==> src/rtl/mem_port_arbiter_if.sv <==
// Requester-side and memory-side signals of the shared program/data memory port.
// The arbiter uses the slave modport; whatever drives the requests and models the memory uses master.
interface mem_port_arbiter_if;
    logic [2:0]  req_valid;
    logic [2:0]  req_wen;
    logic [23:0] req_addr;
    logic [47:0] req_wdata;
    logic [2:0]  req_ack;
    logic [15:0] rdata;
    logic        mem_wen;
    logic        mem_ren;
    logic [7:0]  mem_addr;
    logic [15:0] mem_datain;
    logic [15:0] mem_dataout;
    logic        busy;
    logic [1:0]  grant_id;

    modport slave (
        input  req_valid, req_wen, req_addr, req_wdata, mem_dataout,
        output req_ack, rdata, mem_wen, mem_ren, mem_addr, mem_datain, busy, grant_id
    );

    modport master (
        output req_valid, req_wen, req_addr, req_wdata, mem_dataout,
        input  req_ack, rdata, mem_wen, mem_ren, mem_addr, mem_datain, busy, grant_id
    );
endinterface

==> src/rtl/mem_port_arbiter.sv <==
// Three-way arbiter for the single-port 256x16 memory: one latched transaction at a time,
// a one-cycle memory strobe, and a one-cycle ack pulse back to the winner.
module mem_port_arbiter #(
    parameter int RD_LAT      = 1,     // 1..4 cycles from ISSUE to valid mem_dataout
    parameter bit LOADER_PRIO = 1'b1
) (
    input  logic           clk,
    input  logic           rst_n,
    mem_port_arbiter_if.slave bus
);

    typedef enum logic [1:0] {IDLE, ISSUE, WAIT, ACK} state_t;

    state_t      state_q, state_d;
    logic        cmd_wen_q, cmd_wen_d;
    logic [7:0]  cmd_addr_q, cmd_addr_d;
    logic [15:0] cmd_wdata_q, cmd_wdata_d;
    logic [1:0]  cnt_q, cnt_d;
    logic [1:0]  rr_q, rr_d;
    logic [1:0]  grant_q, grant_d;
    logic [15:0] rdata_q, rdata_d;

    logic [2:0]  elig;
    logic [1:0]  c1, c2, win;

    // Round-robin order is rr+1, rr+2, rr (mod 3); the loader is skipped there when it has fixed priority.
    always_comb begin
        c1   = (rr_q == 2'd2) ? 2'd0 : rr_q + 2'd1;
        c2   = (c1 == 2'd2) ? 2'd0 : c1 + 2'd1;
        elig = bus.req_valid & (LOADER_PRIO ? 3'b110 : 3'b111);
        if (LOADER_PRIO && bus.req_valid[0]) win = 2'd0;
        else if (elig[c1])                   win = c1;
        else if (elig[c2])                   win = c2;
        else                                 win = rr_q;
    end

    always_comb begin
        // NOTE: every variable gets its hold value first, so no path through the case can infer a latch.
        state_d     = state_q;
        cmd_wen_d   = cmd_wen_q;
        cmd_addr_d  = cmd_addr_q;
        cmd_wdata_d = cmd_wdata_q;
        cnt_d       = cnt_q;
        rr_d        = rr_q;
        grant_d     = grant_q;
        rdata_d     = rdata_q;
        case (state_q)
            IDLE: begin
                if (|bus.req_valid) begin
                    grant_d     = win;
                    rr_d        = win;
                    cmd_wen_d   = bus.req_wen[win];
                    cmd_addr_d  = bus.req_addr[{win, 3'b000} +: 8];
                    cmd_wdata_d = bus.req_wdata[{win, 4'b0000} +: 16];
                    state_d     = ISSUE;
                end
            end
            ISSUE: begin
                if (cmd_wen_q) begin
                    state_d = ACK;
                end else begin
                    state_d = WAIT;
                    cnt_d   = 2'(RD_LAT - 1);
                end
            end
            WAIT: begin
                if (cnt_q == 2'd0) begin
                    rdata_d = bus.mem_dataout;
                    state_d = ACK;
                end else begin
                    cnt_d = cnt_q - 2'd1;
                end
            end
            ACK:     state_d = IDLE;
            default: state_d = IDLE;
        endcase
    end

    // NOTE: state registers use non-blocking assignment so every flop samples pre-edge values.
    always_ff @(posedge clk or negedge rst_n) begin
        if (!rst_n) begin
            state_q     <= IDLE;
            cmd_wen_q   <= 1'b0;
            cmd_addr_q  <= 8'h00;
            cmd_wdata_q <= 16'h0000;
            cnt_q       <= 2'd0;
            rr_q        <= 2'd2;
            grant_q     <= 2'd2;
            rdata_q     <= 16'h0000;
        end else begin
            state_q     <= state_d;
            cmd_wen_q   <= cmd_wen_d;
            cmd_addr_q  <= cmd_addr_d;
            cmd_wdata_q <= cmd_wdata_d;
            cnt_q       <= cnt_d;
            rr_q        <= rr_d;
            grant_q     <= grant_d;
            rdata_q     <= rdata_d;
        end
    end

    // Outputs decode registered state only, so an asynchronous reset clears them at once.
    assign bus.mem_wen    = (state_q == ISSUE) &&  cmd_wen_q;
    assign bus.mem_ren    = (state_q == ISSUE) && !cmd_wen_q;
    assign bus.mem_addr   = cmd_addr_q;
    assign bus.mem_datain = cmd_wdata_q;
    assign bus.busy       = (state_q != IDLE);
    assign bus.grant_id   = grant_q;
    assign bus.rdata      = rdata_q;
    assign bus.req_ack    = (state_q == ACK) ? (3'b001 << grant_q) : 3'b000;

endmodule

==> src/flat_wrapper.sv <==
// flat-port wrapper written by rule: the top's interface ports become plain ports
module mem_port_arbiter_flat 
#(
    parameter int RD_LAT      = 1,                                                   
    parameter bit LOADER_PRIO = 1'b1
)
  (clk, rst_n, bus_req_valid, bus_req_wen, bus_req_addr, bus_req_wdata, bus_mem_dataout, bus_req_ack, bus_rdata, bus_mem_wen, bus_mem_ren, bus_mem_addr, bus_mem_datain, bus_busy, bus_grant_id);
  mem_port_arbiter_if bus_i ();
  input  logic clk;
  input  logic rst_n;
  input wire logic [$bits(bus_i.req_valid)-1:0] bus_req_valid;
  input wire logic [$bits(bus_i.req_wen)-1:0] bus_req_wen;
  input wire logic [$bits(bus_i.req_addr)-1:0] bus_req_addr;
  input wire logic [$bits(bus_i.req_wdata)-1:0] bus_req_wdata;
  input wire logic [$bits(bus_i.mem_dataout)-1:0] bus_mem_dataout;
  output wire logic [$bits(bus_i.req_ack)-1:0] bus_req_ack;
  output wire logic [$bits(bus_i.rdata)-1:0] bus_rdata;
  output wire logic [$bits(bus_i.mem_wen)-1:0] bus_mem_wen;
  output wire logic [$bits(bus_i.mem_ren)-1:0] bus_mem_ren;
  output wire logic [$bits(bus_i.mem_addr)-1:0] bus_mem_addr;
  output wire logic [$bits(bus_i.mem_datain)-1:0] bus_mem_datain;
  output wire logic [$bits(bus_i.busy)-1:0] bus_busy;
  output wire logic [$bits(bus_i.grant_id)-1:0] bus_grant_id;
  assign bus_i.req_valid = bus_req_valid;
  assign bus_i.req_wen = bus_req_wen;
  assign bus_i.req_addr = bus_req_addr;
  assign bus_i.req_wdata = bus_req_wdata;
  assign bus_i.mem_dataout = bus_mem_dataout;
  assign bus_req_ack = bus_i.req_ack;
  assign bus_rdata = bus_i.rdata;
  assign bus_mem_wen = bus_i.mem_wen;
  assign bus_mem_ren = bus_i.mem_ren;
  assign bus_mem_addr = bus_i.mem_addr;
  assign bus_mem_datain = bus_i.mem_datain;
  assign bus_busy = bus_i.busy;
  assign bus_grant_id = bus_i.grant_id;
  mem_port_arbiter #(.RD_LAT(RD_LAT), .LOADER_PRIO(LOADER_PRIO)) u_core (.clk(clk), .rst_n(rst_n), .bus(bus_i));
endmodule
==> config.mk <==
export PLATFORM = sky130hd
export DESIGN_NAME = mem_port_arbiter_flat
export DESIGN_NICKNAME = d
export VERILOG_FILES = /design/src/rtl/mem_port_arbiter_if.sv /design/src/rtl/mem_port_arbiter.sv /design/src/flat_wrapper.sv
export SDC_FILE = /design/constraint.sdc
export NUM_CORES = 1
export LEC_CHECK = 0
export ABC_AREA = 1
export ABC_CLOCK_PERIOD_IN_PS = 4100
export CORE_MARGIN = 2
export CORE_UTILIZATION = 40
export CTS_BUF_LIST = sky130_fd_sc_hd__clkbuf_4
export CTS_CLUSTER_SIZE = 14
export DETAILED_ROUTE_END_ITERATION = 8
export DONT_BUFFER_PORTS = 1
export GPL_TIMING_DRIVEN = 0
export PLACE_DENSITY_LB_ADDON = 0.1
export SYNTH_ARGS = -nofsm -noshare
export SYNTH_HDL_FRONTEND = slang
export SYNTH_SLANG_ARGS = --single-unit
==> constraint.sdc <==
create_clock -name clk -period 4.1 [get_ports clk]
set_clock_uncertainty 0.15 [all_clocks]
set_input_delay 0.615 -clock clk [delete_from_list [all_inputs] [get_ports clk]]
set_output_delay 0.615 -clock clk [all_outputs]
set_load 0.01 [all_outputs]
* Yosys cells after proc, flatten, opt, wreduce, memory -nomap -nowiden *
Index checks and enable logic that the tools add are counted.

operators by class
  reductions and logical operators = 12
  $lt $le $gt $ge = 3
  shift-type cells = 3
  muxes and demuxes = 19
  equal/unequal tests = 9
  $add $sub $neg = 3

operators with widths
  kind                                                 number
  indexed part select 48 x 7 -> 16 bit                 1
  indexed part select 24 x 6 -> 8 bit                  1
  2-to-1 mux 2 bit                                     9
  < comparator 2 x 3 -> 1 bit, second input constant   3
  equality test 2 bit, second input constant           4
  case mux 2 bit (4 select lines)                      1
  binary-select mux 1 bit (select 2 bit)               3
  AND reduction 2 bit                                  3
  adder 2 x 1 -> 2 bit, second input constant          2
  logical NOT 2 bit                                    2
  2-to-1 mux 1 bit                                     4
  != test 2 x 1 -> 1 bit, second input constant        2
  != test 2 bit, second input constant                 2
  case mux 2 bit (2 select lines)                      1
  nonzero test 2 bit                                   2
  2-to-1 mux 3 bit                                     1
  AND reduction 3 bit                                  1
  OR reduction 3 bit                                   1
  << shifter 1 x 2 -> 3 bit, first input constant      1
  equality test 2 x 1 -> 1 bit, second input constant  1
  logical AND 1 bit                                    2
  subtractor 2 x 1 -> 2 bit, second input constant     1
  logical NOT 1 bit                                    1

word-level totals
  register bits after elaboration = 47
  word-level logic and storage cells = 56
  input bits = 96
  output and inout port bits = 48

* Depth between registers and ports, before layout *
Gate-level depths: netlist of run 1.

  depth after elaboration = 11
  gate-level depth with buffers = 10
  mapped depth without buffers = 8

* Worst setup path after synthesis of run 1 *
Ideal clock, no wire load.

  kind = register -> output
  start = register, netlist name u_core.rr_q[1]
  end = output port bus_req_ack[2]
  cell stages (with the launch flop) = 3
  path buffers = 0
  data arrival time = 924 ps
  slack = 2411 ps
  cell sequence = dfstp_2 -> inv_2 -> nor3_1

RTL lines
  element        line                text
  end, declared  flat_wrapper.sv:16  output wire logic [$bits(bus_i.req_ack)-1:0] bus_req_ack;

==> results of run 1 <==
what timing repair did:
item | CTS | global route
endpoints found under the hold margin | 47 | 0
setup buffers | 0 | 0
hold buffers | 2 | 0
sequential cells by signal (all words and copies together) (netlist names):
signal / flops
u_core.bus.mem_datain: 16
u_core.cmd_wen_q: 1
u_core.bus.rdata: 16
u_core.state_q: 2
u_core.bus.mem_addr: 8
u_core.cnt_q: 2
u_core.rr_q: 2
layer usage:
metal  vias up  track usage, %  wire length, um
met5         -               0                0
met4         0            4.97               71
li1       1245               -                -
met3         7            6.16              609
met1      1146            27.5             3400
met2        87            29.7             3500
area by class of cell:
cell class | count | area share, %
buffer | 17 | 3.40
clock buffer | 6 | 1.51
clock inverter | 2 | 1.26
inverter | 51 | 6.43
multi-input combinational | 283 | 43.2
sequential | 47 | 39.6
tap | 80 | 3.36
timing repair buffer | 2 | 1.26
power by group:
group          total, uW  switching, uW  internal, uW
registers            946            252           694
clock network        300            164           135
logic                868            569           299
metrics by stage:
stage | setup slack, ns | hold slack (ns) | util [%] | cell area (um2)
after floorplan | 2.41 | 0.169 | - | 2760
after global placement | 2.27 | 0.170 | 42.5 | 2860
after detailed placement | 2.21 | 0.170 | 42.5 | 2860
after CTS | 1.91 | 0.175 | 44.3 | 2980
after global routing | 1.83 | 0.156 | 44.3 | 2980
final | 1.91 | 0.189 | 44.3 | 2980
critical path, stage by stage, from the launching register on:
cell	delay [ns]
dfstp_2	0.61
inv_2	0.08
nor3_1	0.37
logic make-up after synthesis:
| group | synth area share (%) |
|---|---|
| simple gates | 42.4 |
| buf+inv | 10.6 |
| flops | 42.7 |
| compound gates | 1.95 |
| fa+ha+maj | 2.27 |
placed cells by master, fill, tap and decap left out, types with 2 or more instances in the layout:
| master | instances |
|---|---|
| buf_2 | 9 |
| nor2_1 | 4 |
| nor2_4 | 3 |
| nand3_1 | 69 |
| ha_1 | 5 |
| buf_4 | 5 |
| o21ai_0 | 4 |
| nand2_1 | 183 |
| nand2_2 | 2 |
| nor3_1 | 3 |
| inv_1 | 44 |
| o22ai_1 | 2 |
| dfrtp_1 | 46 |
| clkbuf_4 | 6 |
| nand3_2 | 3 |
| inv_2 | 6 |
path summary, 6_finish.rpt:
| check | start | endpoint | cells after the start |
|---|---|---|---|
| max in group asynchronous | rst_n | u_core.rr_q[1] | 2 |
| min reg2reg | u_core.cmd_wen_q | u_core.cmd_wen_q | 2 |
| min | bus_mem_dataout[0] | u_core.bus.rdata[0] | 2 |
| max | u_core.rr_q[1] | bus_req_ack[2] | 2 |
| min in group asynchronous | rst_n | u_core.bus.mem_datain[3] | 2 |
| max reg2reg | u_core.state_q[0] | u_core.cnt_q[0] | 7 |
==> out/metrics.csv, run 1 <==
stage,metric,value,unit
sta,relSlewSlack,71.8,%
clock_network,clk_pin_slew,0.15,ns
layout,num-nets-final,508,
sta,drv_slew,0,
sta,tns,0,ns
clock_network,cts_repair_resize_count,0,
drt,ant_nets,0,
critical_path,critical_path_peak_fanout,6,
die,die_height,87.0,um
sta,tightest_slew,0.424,ns
synth,yosysMostFrequentCell,nand2_1,
critical_path,crit_arrival,1.42,ns
die,start_util,41.0,%
die,rows,30,
die,core,6720,um2
grt,grt_max_degree,48,
synth,synth.distinct_cells,25,
place,dp_hpwl,5.58,mm
clock_network,clock_sinks,47,
clock_network,htreeDepth,2,
die,dieArea,7570,um2
grt,grt_overflow,0,
layout,final_cells,488,
drt,wl,7.58,mm
clock_network,cts_tree,built,
drt,viasPerCell,5.09,
critical_path,rrSetupSlack,2.17,ns
clock_network,insertion_delay,0.37,ns
die,io_pins,144,
drt,vias,2485,
synth,syn-instance-count,398,
layout,fillCellCount,726,
pwr,ir_drop,0.263,mV
synth,synth-main-ff-cell,dfrtp_1,
pwr,p_leak,0.00170,uW
layout,area_growth,7.99,%
drt,drtIter0Drc,92,
grt,grt_use_total,19.7,%
outcome,status,"finished, final reports clean",
synth,avgSynthCellArea,6.93,um2
critical_path,start_kind,flop,
clock_network,clockBufferDepth,2,
layout,area.sequential,1180,um2
synth,synth_nets,499,
synth,ys_ff_latch,47,
grt,grt_pass1_vias,2301,
drt,wl_per_cell,15.5,um
job,maxCapViolations,0,
sta,min_period_over_period,53.4,%
hold_path,holdCritPathClass,in2reg,
sta,rsz0062_at_grt,no,
die,die_x,87.0,um
critical_path,required,3.34,ns
layout,drive_above_1_share,10.3,%
synth,synthTopCellsByArea,"dfrtp_1 42%, nand2_1 25%, nand3_1 13%, inv_1 6.0%, ha_1 2.3%",
sta,setup_viol,0,
clock_network,cts_made_buffers,5,
synth,synth.largest_area_cell,dfrtp_1,
synth,yosysSeqAreaShare,42.7,%
grt,antenna_found_initial,0,
clock_network,cts_root_buf,clkbuf_4,
layout,antenna_cells,0,
sta,clock.fmax,457,MHz
place,io_buffers,0,
synth,synth_top_cell_area_share,41.8,%
synth,yosys_warnings,0,
grt,grt_pass1_wl,11.5,mm
synth,synth_edf_count,0,
critical_path,critPathKind,reg2out,
place,dp.cells,478,
sta,period_minus_slack,2.19,ns
pwr,power,2110,uW
layout,multi_input_area,1290,um2
place,gp_congestion,0.842,
pwr,cellPowerDensity,710,nW/um2
synth,netlist_top_cells_count,"183 x nand2_1, 69 x nand3_1, 46 x dfrtp_1",
synth,async_flop_share,100,%
critical_path,endpoint_kind,output pin,
sta,hold_violations,0,
synth,syn_area,2760,um2
drt,dr.pass1.iters,4,
drt,drc_errors,0,
(Power assumes the default switching activity.)
==> inputs of run 2 (changes only) <==
- ABC_CLOCK_PERIOD_IN_PS: 4100 -> 2300
- clock period: 4.1 -> 2.3 ns (I/O delays scaled with it)
==> out/metrics.csv, run 2 (same netlist as run 1, synthesis figures left out) <==
stage,metric,value,unit,change
hold_path,min_path_cells,4,,+2
drt,ant_nets,0,,unchanged
sta,hold_violations,0,,unchanged
drt,wl_per_cell,15.3,um,-1.8%
sta,period_minus_slack,1.92,ns,
drt,vias,2591,,+4.3%
job,maxCapViolations,0,,unchanged
die,dieArea,7570,um2,unchanged
critical_path,critical_path_peak_fanout,8,,+2
layout,num-nets-final,532,,+4.7%
place,dp_hpwl,5.58,mm,unchanged
pwr,ir_drop,0.470,mV,+79%
critical_path,cp_num_buf_inv,2,,+1
layout,final_common_cell,nand2_1,,
drt,dr.pass1.iters,4,,unchanged
sta,clock.fmax,520,MHz,
critical_path,crit_arrival,2.07,ns,+0.65 ns
place,gp_congestion,0.842,,unchanged
sta,setup_viol,0,,unchanged
sta,rsz0062_at_grt,no,,
pwr,cellPowerDensity,1180,nW/um2,+67%
grt,grt_max_degree,48,,unchanged
clock_network,cts_tree,built,,
clock_network,cts_made_buffers,5,,unchanged
grt,grt_pass1_vias,2435,,+5.8%
hold_path,holdCritPathClass,in2reg,,
drt,drc_errors,0,,unchanged
grt,grt_pass1_wl,11.9,mm,+3.5%
clock_network,clk_pin_slew,0.15,ns,about the same
die,io_pins,144,,unchanged
grt,antenna_found_initial,0,,unchanged
layout,fillCellCount,703,,-3.2%
sta,drv_slew,0,,unchanged
layout,antenna_cells,0,,unchanged
layout,area_growth,16.7,%,
critical_path,crit_slowest_cell,dfrtp_1,,
critical_path,rr_endpoint,u_core.cnt_q[0],,
grt,grt_overflow,0,,unchanged
critical_path,cp_top_family,simple AND/OR/NAND/NOR gates,,
clock_network,htreeDepth,2,,unchanged
drt,wl,7.81,mm,+3.0%
clock_network,clock_sinks,47,,unchanged
die,core,6720,um2,unchanged
die,start_util,41.0,%,unchanged
sta,tns,0,ns,unchanged
layout,mostFrequentLayoutCells,"183 x nand2_1, 69 x nand3_1, 46 x dfrtp_1",,
clock_network,insertion_delay,0.36,ns,about the same
layout,final_util,47.9,%,+3.6 points
drt,viasPerCell,5.06,,-0.62%
critical_path,cp_cell_sequence,inv_1 -> ha_1 -> nand2_2 -> clkinv_1 -> nor3_1 -> nand3_1 -> o21ai_0,,
clock_network,cts_root_buf,clkbuf_4,,
critical_path,reg2reg_from,u_core.state_q[0],,
critical_path,start_kind,flop,,
clock_network,clockBufferDepth,2,,unchanged
layout,area.sequential,1180,um2,unchanged
die,die_height,87.0,um,unchanged
sta,tightest_slew,0.435,ns,+0.0116 ns
hold_path,min_from,bus_req_addr[3],,
critical_path,rrSetupSlack,0.38,ns,-1.79 ns
die,rows,30,,unchanged
layout,drive_above_1_share,9.72,%,-0.57 points
sta,min_period_over_period,83.5,%,
hold_path,whs_endpoint,u_core.bus.mem_addr[3],,
critical_path,endpoint_kind,flop,,
pwr,p_leak,0.00180,uW,+5.9%
die,die_x,87.0,um,unchanged
outcome,status,"finished, final reports clean",,
drt,drtIter0Drc,99,,+7.6%
sta,relSlewSlack,71.0,%,-0.77 points
grt,grt_use_total,20.4,%,+0.70 points
critical_path,r2r_cells,7,,unchanged
clock_network,post-cts-setup-buffer-count,0,,unchanged
critical_path,slowest_delay,0.43,ns,-0.18 ns
clock_network,cts_repair_resize_count,0,,unchanged
layout,multi_input_area,1290,um2,unchanged
place,io_buffers,0,,unchanged
critical_path,critPathKind,reg2reg,,
critical_path,required,2.45,ns,-0.89 ns
-- run 2: per-layer routing --
metal,share of wire [%],track usage (%),up-vias,wire [um]
met5,0,0,-,0
met4,1.4,5.82,0,112
met3,6.8,5.97,10,534
met2,47,31.5,92,3690
met1,44,27.8,1196,3470
li1,-,-,1293,-
-- run 2: report_power, final --
part | total [uW] | switching [uW] | internal [uW]
Combinational | 1590 | 1030 | 559
Sequential | 1700 | 459 | 1240
Clock | 521 | 279 | 241
-- run 2: area by class of cell --
| class | count | share of cell area, % |
|---|---|---|
| inverter | 51 | 5.95 |
| timing repair buffer | 26 | 8.63 |
| multi-input combinational | 283 | 40.0 |
| tap | 80 | 3.11 |
| sequential | 47 | 36.6 |
| clock inverter | 2 | 1.17 |
| clock buffer | 6 | 1.40 |
| buffer | 17 | 3.15 |
-- run 2: worst reg2reg max path, delay by kind of cell (launching register included) --
family | cells | cell delay (ns)
AO/OA/AOI/OAI | 1 | 0.08
adder cells (fa/ha/maj) | 1 | 0.25
buffers and inverters | 2 | 0.35
flip-flops | 1 | 0.43
AND/OR/NAND/NOR | 3 | 0.60
-- run 2: through the flow --
| stage | instance area, um2 | total power (uW) | hold WS (ns) | setup WS [ns] | cells |
|---|---|---|---|---|---|
| final | 3220 | 3810 | 0.0413 | 0.379 | 512 |
| after global routing | 3220 | 4160 | 0.0268 | 0.178 | 512 |
| after CTS | 3220 | 3850 | 0.0192 | 0.378 | 512 |
| after detailed placement | 2860 | 3250 | -0.0996 | 0.406 | 478 |
| after global placement | 2860 | 3220 | -0.0996 | 0.465 | 478 |
| after floorplan | 2760 | 2850 | -0.101 | 0.706 | 398 |
-- run 2: repair_timing --
item	4_1_cts	5_1_grt
hold endpoints to repair	71	0
hold buffers	26	0
setup endpoints to repair	0	0
-- run 2: worst max path at each step --
stage | from | to | slack, ns | cells past startpoint
after floorplan | u_core.state_q[0] | u_core.cnt_q[0] | 0.71 | 7
after global placement | u_core.state_q[0] | u_core.bus.rdata[4] | 0.47 | 7
after detailed placement | u_core.state_q[0] | u_core.bus.rdata[5] | 0.41 | 7
after CTS | u_core.rr_q[1] | bus_req_ack[2] | 0.38 | 2
after global routing | u_core.state_q[0] | u_core.cnt_q[0] | 0.18 | 7
final | u_core.state_q[0] | u_core.cnt_q[0] | 0.38 | 7
